<file path="src/rtl/updown_tick_counter.sv">
// Up/down modulo counter with tick prescaler, synchronous load and a double-dabble BCD image.
// Define COUNTER_BCD_EN to build the BCD converter; otherwise BCD and BCD_VALID are tied low.
module updown_tick_counter #(
   parameter int WIDTH  = 19,
   parameter int MAX    = 262143,
   parameter int DIV    = 50000000,
   parameter int DIGITS = 6
) (
   input  logic                  CLK,
   input  logic                  RST,
   input  logic                  EN,
   input  logic                  DIR,
   input  logic                  LOAD,
   input  logic [WIDTH-1:0]      LOAD_VAL,
   output logic [WIDTH-1:0]      OUT,
   output logic                  TICK,
   output logic                  TC,
   output logic [4*DIGITS-1:0]   BCD,
   output logic                  BCD_VALID
);

   localparam int PW = (DIV > 1) ? $clog2(DIV) : 1;
   localparam logic [PW-1:0]    PC_LAST = PW'(DIV - 1);
   localparam logic [WIDTH-1:0] MAX_V   = WIDTH'(MAX);

   logic [PW-1:0] pc;

   // Free-running prescaler, independent of EN and LOAD
   always_ff @(posedge CLK) begin
      if (!RST)                pc <= '0;
      else if (pc == PC_LAST)  pc <= '0;
      else                     pc <= pc + 1'b1;
   end

   assign TICK = (pc == PC_LAST);

   always_ff @(posedge CLK) begin
      if (!RST) begin
         OUT <= DIR ? MAX_V : '0;
         TC  <= 1'b0;
      end else if (LOAD) begin
         OUT <= (LOAD_VAL > MAX_V) ? MAX_V : LOAD_VAL;
         TC  <= 1'b0;
      end else if (TICK && EN) begin
         if (!DIR) begin
            OUT <= (OUT == MAX_V) ? '0 : OUT + 1'b1;
            TC  <= (OUT == MAX_V);
         end else begin
            OUT <= (OUT == '0) ? MAX_V : OUT - 1'b1;
            TC  <= (OUT == '0);
         end
      end else begin
         TC  <= 1'b0;
      end
   end

`ifdef COUNTER_BCD_EN
   localparam int CW = $clog2(WIDTH + 1);
   localparam int SW = 4 * DIGITS;

   typedef enum logic {IDLE, SHIFT} state_t;

   state_t          state;
   logic [WIDTH-1:0] snap;
   logic [WIDTH-1:0] shreg;
   logic [SW-1:0]    scratch;
   logic [SW-1:0]    adj;
   logic [SW-1:0]    next_scratch;
   logic [CW-1:0]    bitcnt;

   always_comb begin
      adj = scratch;
      for (int d = 0; d < DIGITS; d++)
         if (scratch[4*d +: 4] >= 4'd5) adj[4*d +: 4] = scratch[4*d +: 4] + 4'd3;
   end

   assign next_scratch = {adj[SW-2:0], shreg[WIDTH-1]};

   // BCD is only written from a finished conversion, so it never shows a partial image
   always_ff @(posedge CLK) begin
      if (!RST) begin
         state   <= IDLE;
         snap    <= '0;
         shreg   <= '0;
         scratch <= '0;
         bitcnt  <= '0;
         BCD     <= '0;
      end else if (OUT != snap) begin
         state   <= SHIFT;
         snap    <= OUT;
         shreg   <= OUT;
         scratch <= '0;
         bitcnt  <= CW'(WIDTH);
      end else if (state == SHIFT) begin
         shreg   <= shreg << 1;
         scratch <= next_scratch;
         bitcnt  <= bitcnt - 1'b1;
         if (bitcnt == CW'(1)) begin
            BCD   <= next_scratch;
            state <= IDLE;
         end
      end
   end

   assign BCD_VALID = (state == IDLE) && (OUT == snap);
`else
   assign BCD       = '0;
   assign BCD_VALID = 1'b0;
`endif

endmodule

</file>
<file path="config.mk">
export PLATFORM = sky130hd
export DESIGN_NAME = updown_tick_counter
export DESIGN_NICKNAME = d
export VERILOG_FILES = /design/src/rtl/updown_tick_counter.sv
export SDC_FILE = /design/constraint.sdc
export NUM_CORES = 1
export LEC_CHECK = 0
export ABC_CLOCK_PERIOD_IN_PS = 2620
export CORE_MARGIN = 1.5
export CORE_UTILIZATION = 40
export DETAILED_ROUTE_END_ITERATION = 12
export DONT_BUFFER_PORTS = 1
export MAX_ROUTING_LAYER = met4
export PLACE_DENSITY = 0.6
export SYNTH_ARGS = -nofsm -noshare
export SYNTH_HDL_FRONTEND = slang
export SYNTH_SLANG_ARGS = --single-unit
</file>
<file path="constraint.sdc">
create_clock -name CLK -period 2.62 [get_ports CLK]
set_input_delay 0.262 -clock CLK [delete_from_list [all_inputs] [get_ports CLK]]
set_output_delay 0.262 -clock CLK [all_outputs]
set_load 0.01 [all_outputs]
</file>
Yosys cells after proc, flatten, opt, wreduce, memory -nomap -nowiden
Index checks and enable logic that the tools add are counted.
- eq/ne operators: 3
- reduce and logical (&&, ||, !) cells: 4
- mux-type cells: 9
- bitwise gates (word level): 2
- $add $sub $neg: 3
- $lt $le $gt $ge: 1
- operators with widths (cell ; count):
    two-way mux 19 bit ; 7
    adder 26 x 1 -> 26 bit, second input constant ; 1
    == test 26 bit, second input constant ; 1
    adder 19 x 1 -> 19 bit, second input constant ; 1
    == test 19 x 18 -> 1 bit, second input constant ; 1
    > comparator 19 x 18 -> 1 bit, second input constant ; 1
    logical NOT 19 bit ; 1
    subtractor 19 x 1 -> 19 bit, second input constant ; 1
    two-way mux 18 bit ; 1
    != test 3 x 1 -> 1 bit, second input constant ; 1
    OR reduction 3 bit ; 1
    NOT 1 bit ; 2
    OR reduction 2 bit ; 1
    logical AND 1 bit ; 1
    two-way mux 1 bit ; 1
- word-level logic and storage cells: 25
- output and inout port bits: 46
- register bits after elaboration: 46

Logic depth before layout (Yosys ltp)
Gate-level depths: netlist of run 1.
- depth after elaboration: 6
- gate-level depth with buffers: 9
- mapped depth without buffers: 8

Worst setup path after synthesis of run 1
Ideal clock, no wire load.
- path type: flip-flop to flip-flop
- start: reg pc[0]
- end: reg OUT[0] (enable)
- stages on the path, launching flop included: 8
- path slack: 0.134 ns
- arrival: 2.108 ns
- library setup time: 0.378 ns
- cells stage by stage: dfxtp_1 ha_1 inv_1 nor3_2 nand2_1 nor3_1 nand2_1 nand2b_1
- longest elaborated chain between the ends: 3
- RTL lines (element ; line ; source):
    start, declared ; 26 ; logic [PW-1:0] pc;
    start signal, assigned ; 32 ; else pc <= pc + 1'b1;
    == test 26 bit ; 35 ; assign TICK = (pc == PC_LAST);
    net TICK ; 16 ; output logic TICK,
    logical AND 1 bit ; 44 ; end else if (TICK && EN) begin
    != test 3 x 1 -> 1 bit (no line) ; -- ;
    end signal, assigned ; 39 ; OUT <= DIR ? MAX_V : '0;
    end signal, assigned ; 46 ; OUT <= (OUT == MAX_V) ? '0 : OUT + 1'b1;
    end signal, assigned ; 49 ; OUT <= (OUT == '0) ? MAX_V : OUT - 1'b1;
    end, declared ; 15 ; output logic [WIDTH-1:0] OUT,
The timed path passes the listed nets, and every way through them passes these cells.
A chain may end at the register's enable or synchronous reset.

Worst setup path after layout of run 1
- start: reg OUT[1]
- end: reg OUT[10] (data pin)
- longest elaborated chain between the ends: 6
- elaborated cells between the ends (all ways): 10
- classes of those cells: 2 x add/sub; 1 x eq/ne; 6 x mux; 1 x reduce/logical
- RTL lines (element ; line ; source):
    start signal, assigned ; 39 ;
    start signal, assigned ; 42 ; OUT <= (LOAD_VAL > MAX_V) ? MAX_V : LOAD_VAL;
    start signal, assigned ; 46 ;
    adder 19 x 1 -> 19 bit (tied with other cells) ; 46 ;
    two-way mux 19 bit, on equally long branches ; 46, 49 ;
    two-way mux 19 bit * ; 45 ; if (!DIR) begin
    two-way mux 19 bit * ; 44 ;
    two-way mux 19 bit * ; 41 ; end else if (LOAD) begin
    two-way mux 19 bit * ; 38 ; if (!RST) begin
Mark *: on every way between the ends. The rest lies on a longest branch, timed or not. The select of a mux whose other input is x is not followed.

==> impl_results.md, run 1 <==
- TritonRoute pass-1 iters: 5
- Worst r2r src: OUT[1]
- Crit path from: OUT[1]
- Yosys cell types: 54
- Die footprint: 0.00863 sq mm
- Power density over the cells: 504 mW/mm^2
- Die height: 92.9 um
- Worst Path Required: 2.68 ns
- Layout cell share with drive strength beyond 1: 13.4%
- Worst slew pin tran: 0.546 ns
- I/O pins: 70
- Core outline area: 0.00777 sq mm
- Hold Crit Class: in -> reg
- Critical R2R Capture: OUT[10]
- Htree depth: 2
- Non-filler cells, final: 500
- Placed insts: 490
- GRT Total Usage: 19.3%
- Util after Layout: 44.9%
- FF-to-FF path depth: 9
- R2R setup slack: 0.13 ns
- FFs w/ async S/R, synth: 0%
- Area grow syn2layout: 7.97%
- Setup crit end kind: flop
- CTS Buf Count: 5
- Post-CTS sizing: 0
- Cells after Synth: 386
- Ys flop type: dfxtp_1
- Final total power: 1.76 mW
- Seq cells post-synth: 46
- Clk Tree Root Cell: clkbuf_8
- Fin crit period: 2.49 ns
- DPL Wire Length: 5790 um
- RSZ-0062 raised after global routing: false
- Final setup fails: 0
- Skew final: 0.0167 ns
- Multi-input gate area: 0.00185 sq mm
- CTS tree: built
- Synth Area per Inst: 8.38 sq um
- Maximum VDD drop: 0.000225 V
- Leak pwr: 1.24 nW
- Antenna violations before repair: 1
- Status: completed
- Routed Antenna Nets: 0
- Routed WL: 7970 um
- CTS Hold Buffers Added: 0
- Number of port buffers: 0
- Initial DRC Count: 163
- Clock latency on the worst-skew pair: 0.30 ns
- Clock slew at reported path FFs: 0.10 ns
- First-pass GRT wire length: 13,000 um
- Clock Path Buffers: 2
- Max Clk Rate: 402 MHz
- CTS Sinks: 46
- Via count: 2,723
- Crit path to: OUT[10]
- Critical path's largest stage delay: 0.54 ns
- Vias in the first global route: 2,583
- Max-cap violations: 0
- Via density: 5.45
- Pin count of the biggest net entering global routing: 26
- Post-synth EDFFs: 19
- Setup_tns: 0 ns
- Top-area cell type share of the netlist area: 17.6%
- CP Class: reg -> reg
- Fill cells: 783
- Starting Density: 41.6%
- Max-slew headroom: 63.3%
- FP Rows: 32
- Worst path arrival time: 2.55 ns
- Final net count: 424
- Yosys warning total: 0
- RD Place Congestion: 0.887
- GRT overflow: 0
- Die extent in x: 92.9 um
- Synth area leaders: edfxtp_1, dfxtp_1, xnor2_1
- Post CTS Setup Buffer Count: 0
- WL/cell: 15.9 um
- DRC Markers: 0
- Register Area: 0.00111 sq mm
- Crit path launch type: flop
- Slowest CP cell: or3b_1
- Cell taking the most area after synthesis: edfxtp_1
- Area of the mapped netlist: 0.00323 sq mm
- Register area share after synthesis: 34.4%
- Final hold vios: 0
- Critical Path Fanout Max: 6
- Final Slew Violations: 0
- Tcrit/Tclk final: 95.0%
- Worst path cell trace: buf_4 > inv_1 > ha_1 > nand2b_1 > or3b_1 > nor3_1 > xor2_1 > o31ai_1 > nand2_1
-- sequential cells by signal (all words and copies together), names as in the netlist --
register / cells
pc: 26
OUT: 19
TC: 1
-- cells by family after synthesis --
group                      share of synthesized area, %
buffers and inverters                              11.1
AOI/OAI and AO/OA                                  13.8
and+or+nand+nor                                    25.5
xor gates and xnor gates                           13.5
DFF                                                34.4
adders and majority gates                          1.55
other                                             0.116
-- cells in the mapped netlist (2+ instances only) --
| cell type | count |
|---|---|
| a21boi_0 | 2 |
| a21oi_1 | 16 |
| a31oi_1 | 2 |
| and3_1 | 5 |
| buf_2 | 8 |
| buf_4 | 27 |
| buf_6 | 3 |
| clkbuf_1 | 11 |
| dfxtp_1 | 27 |
| edfxtp_1 | 19 |
| ha_1 | 4 |
| inv_1 | 11 |
| nand2_1 | 29 |
| nand2b_1 | 6 |
| nand3_1 | 18 |
| nand4_1 | 7 |
| nor2_1 | 51 |
| nor3_1 | 14 |
| nor3_2 | 2 |
| nor4_1 | 5 |
| nor4bb_1 | 2 |
| o21ai_0 | 21 |
| o21ai_1 | 3 |
| o22ai_1 | 4 |
| o31ai_1 | 6 |
| o31ai_2 | 4 |
| or2_2 | 2 |
| or3_1 | 2 |
| or4_1 | 2 |
| xnor2_1 | 26 |
| xor2_1 | 24 |
-- worst min path at each step --
stage	from	endpoint	slack [ns]	cells after the start
after floorplan	EN	TC	0.43	2
after global placement	pc[0]	pc[0]	0.45	1
after detailed placement	pc[0]	pc[0]	0.46	1
after CTS	EN	TC	0.14	2
after global routing	EN	TC	0.12	2
final	EN	TC	0.14	2
-- power by group --
group          switching (mW)  leakage, nW  internal, mW  total (mW)
Sequential             0.0349        0.409         0.789       0.824
Clock                   0.255       0.0678         0.331       0.586
Combinational           0.212        0.765         0.138       0.351
-- stage by stage --
step	worst slack [ns]	area, sq um	hold WS (ns)
after floorplan	0.134	3320	0.428
after global placement	0.191	3350	0.446
after detailed placement	0.134	3350	0.459
after CTS	0.134	3480	0.139
after global routing	0.0288	3490	0.124
final	0.132	3490	0.140
-- worst max-delay path: cells and delay by family (launching register included) --
family / cells / cell delay, ns
AOI/OAI and AO/OA: 1 / 0.21
buffers and inverters: 2 / 0.27
DFF: 1 / 0.42
and+or+nand+nor: 4 / 1.03
xor gates and xnor gates: 1 / 0.13
adders and majority gates: 1 / 0.19
-- layout make-up --
cell class / instances / share of cell area [%]
antenna: 1 / 0.0717
multi-input combinational: 304 / 53.1
timing repair buffer: 28 / 6.38
clock buffer: 8 / 3.80
tap: 102 / 3.66
inverter: 11 / 1.18
sequential: 46 / 31.8
-- cell usage in the layout, fill, tap and decap left out, types with 5 or more instances in the layout --
master and instances:
clkbuf_8 6, a21oi_1 16, inv_1 11, nor4_1 5
and3_1 5, conb_1 25, nand2b_1 6, xor2_1 24
nand2_1 29, nor2_1 51, o21ai_0 21, xnor2_1 26
buf_4 27, nor3_1 14, o31ai_1 6, edfxtp_1 19
nand3_1 18, dfxtp_1 27, nand4_1 7
-- layer usage --
| layer | GRT usage [%] | vias up | wire (um) |
|---|---|---|---|
| li1 | - | 1318 | - |
| met1 | 24.0 | 1323 | 3490 |
| met2 | 33.0 | 76 | 4030 |
| met3 | 3.69 | 6 | 398 |
| met4 | 3.54 | 0 | 55 |
| met5 | - | - | 0 |
Note: power is estimated with default switching activity, not from simulation.
==> inputs of run 2 (changes only) <==
Settings changed: CORE_ASPECT_RATIO set to 1.75, CORE_MARGIN 1.5 to 2, CTS_BUF_LIST set to sky130_fd_sc_hd__clkbuf_16.
==> run 2 against run 1 <==
  * Final cell count fell by 2.4%
  * Worst setup slack improved by 0.039 ns
  * Combinational power barely moved
  * First-iteration DRC count rose by 3.1%
  * Routed wire length rose by 6.6%
  * Sequential power rose by 0.7%
  * Global-route usage rose by 1.2 points
  * Register-to-register slack improved by 0.04 ns
==> impl_results.md, run 2 (synthesis results as in run 1) <==
- Status: completed
- Clock Path Buffers: 2
- Die footprint: 0.00885 sq mm
- Max-slew headroom: 54.6%
- Worst Path Required: 2.66 ns
- Skew final: 0.00624 ns
- RD Place Congestion: 0.924
- Layout cell share with drive strength beyond 1: 13.6%
- Clk Tree Root Cell: clkbuf_16
- Pin count of the biggest net entering global routing: 26
- Setup crit end kind: flop
- Worst path arrival time: 2.49 ns
- Fin crit period: 2.45 ns
- Power density over the cells: 520 mW/mm^2
- Crit path from: OUT[6]
- Htree depth: 2
- Vias in the first global route: 2,623
- Clock slew at reported path FFs: 0.06 ns
- Worst Hold Path Cells: 2
- CTS Buf Count: 5
- Bufs and invs on worst path: 0
- Final setup fails: 0
- Die extent in x: 72.0 um
- GRT overflow: 0
- Slowest CP cell: or4_1
- Max reg flops: 26
- FP Rows: 43
- DPL Wire Length: 6480 um
- Clock latency on the worst-skew pair: 0.29 ns
- WL/cell: 17.4 um
- Final net count: 425
- Initial DRC Count: 168
- Antenna violations before repair: 0
- Routed Antenna Nets: 0
- Critical R2R Capture: OUT[11]
- I/O pins: 70
- Tcrit/Tclk final: 93.5%
- Routed WL: 8500 um
- Leak pwr: 1.25 nW
- Via count: 2,712
- Worst r2r src: OUT[6]
- Final hold vios: 0
- CP Class: reg -> reg
- Register bank with the most flops: pc
- Crit path to: OUT[11]
- Via density: 5.56
- FF-to-FF path depth: 6
- DRC Markers: 0
- First-pass GRT wire length: 13,500 um
- Max Clk Rate: 408 MHz
- R2R setup slack: 0.17 ns
- Util after Layout: 44.0%
- Area grow syn2layout: 7.74%
- WP depth: 6
- Most frequent cells in the layout: nor2_1, nand2_1, buf_4, dfxtp_1, xnor2_1
- CTS Sinks: 46
- Number of port buffers: 0
- Core outline area: 0.00791 sq mm
- Maximum VDD drop: 0.000358 V
- Critical path's largest stage delay: 0.62 ns
- RSZ-0062 raised after global routing: false
- GRT Total Usage: 20.6%
- Commonest non-fill, non-tap cell in the layout: nor2_1
- Setup_tns: 0 ns
- Critical Path Fanout Max: 6
- Worst path cell trace: nand3_4 > or4_1 > o31a_1 > a221o_1 > a21oi_1 > o21ai_1
- Crit path max-delay family: compound AO/OA/AOI/OAI gates
- Die height: 123 um
- Worst slew pin tran: 0.681 ns
- CTS tree: built
- TritonRoute pass-1 iters: 4
- Final Slew Violations: 0
- Largest registers: pc x26, OUT x19, TC x1
- ANT cells: 0
- Max-cap violations: 0
- Crit path launch type: flop
- Hold Crit Class: in -> reg
- Starting Density: 40.9%
-- run 2: cell types whose count changed in the layout (fill, tap and decap cells not counted) --
cell and delta:
clkinv_2 +1, o31ai_1 -1, o31ai_2 +1, diode_2 -1
clkbuf_16 +3, clkbuf_8 -6, buf_4 +2, clkinv_4 +1
inv_1 +1, buf_12 -1
-- run 2: stage by stage --
step                area (sq um)  setup slack [ns]  hold slack [ns]  total power, mW  cells
floorplan                   3320             0.134            0.428             1.12    410
global placement            3340             0.211            0.444             1.19    480
detailed placement          3340             0.179            0.452             1.19    480
CTS                         3480             0.152            0.163             1.82    488
global route                3480            0.0115            0.167             1.89    488
finish                      3480             0.170            0.169             1.81    488
-- run 2: worst min path at each step --
stage / startpoint / to / slack [ns]
2_1_floorplan: EN / TC / 0.43
3_3_place_gp: pc[0] / pc[0] / 0.44
3_5_place_dp: pc[0] / pc[0] / 0.45
4_1_cts: DIR / OUT[9] / 0.16
5_1_grt: DIR / OUT[4] / 0.17
6_report: DIR / OUT[9] / 0.17
-- run 2: area by class of cell --
class,instances,area (sq um)
Clock buffer,5,125
Inverter,11,41.3
Multi-Input combinational cell,304,1860
Fill cell,799,4430
Clock inverter,3,17.5
Sequential cell,46,1110
Tap cell,90,113
Timing Repair Buffer,29,218
-- run 2: timing repair --
| item | 4_1_cts | 5_1_grt |
|---|---|---|
| gates resized for setup | 0 | 1 |
| hold buffers | 0 | 0 |
| buffers inserted | 0 | 0 |
| endpoints found under the hold margin | 0 | 0 |
| setup endpoints to repair | 0 | 1 |
-- run 2: metal layers --
metal	vias up	track usage [%]	share of wire [%]
met5	-	-	0
met4	0	11.0	4.2
met3	23	4.16	4.9
met2	81	38.6	55
met1	1293	19.1	36
li1	1315	-	-
-- run 2: where the power goes --
group | leakage [nW] | switching [mW] | total, mW | internal, mW
logic | 0.765 | 0.213 | 0.352 | 0.138
registers | 0.409 | 0.0396 | 0.830 | 0.790
clock network | 0.0750 | 0.280 | 0.630 | 0.350
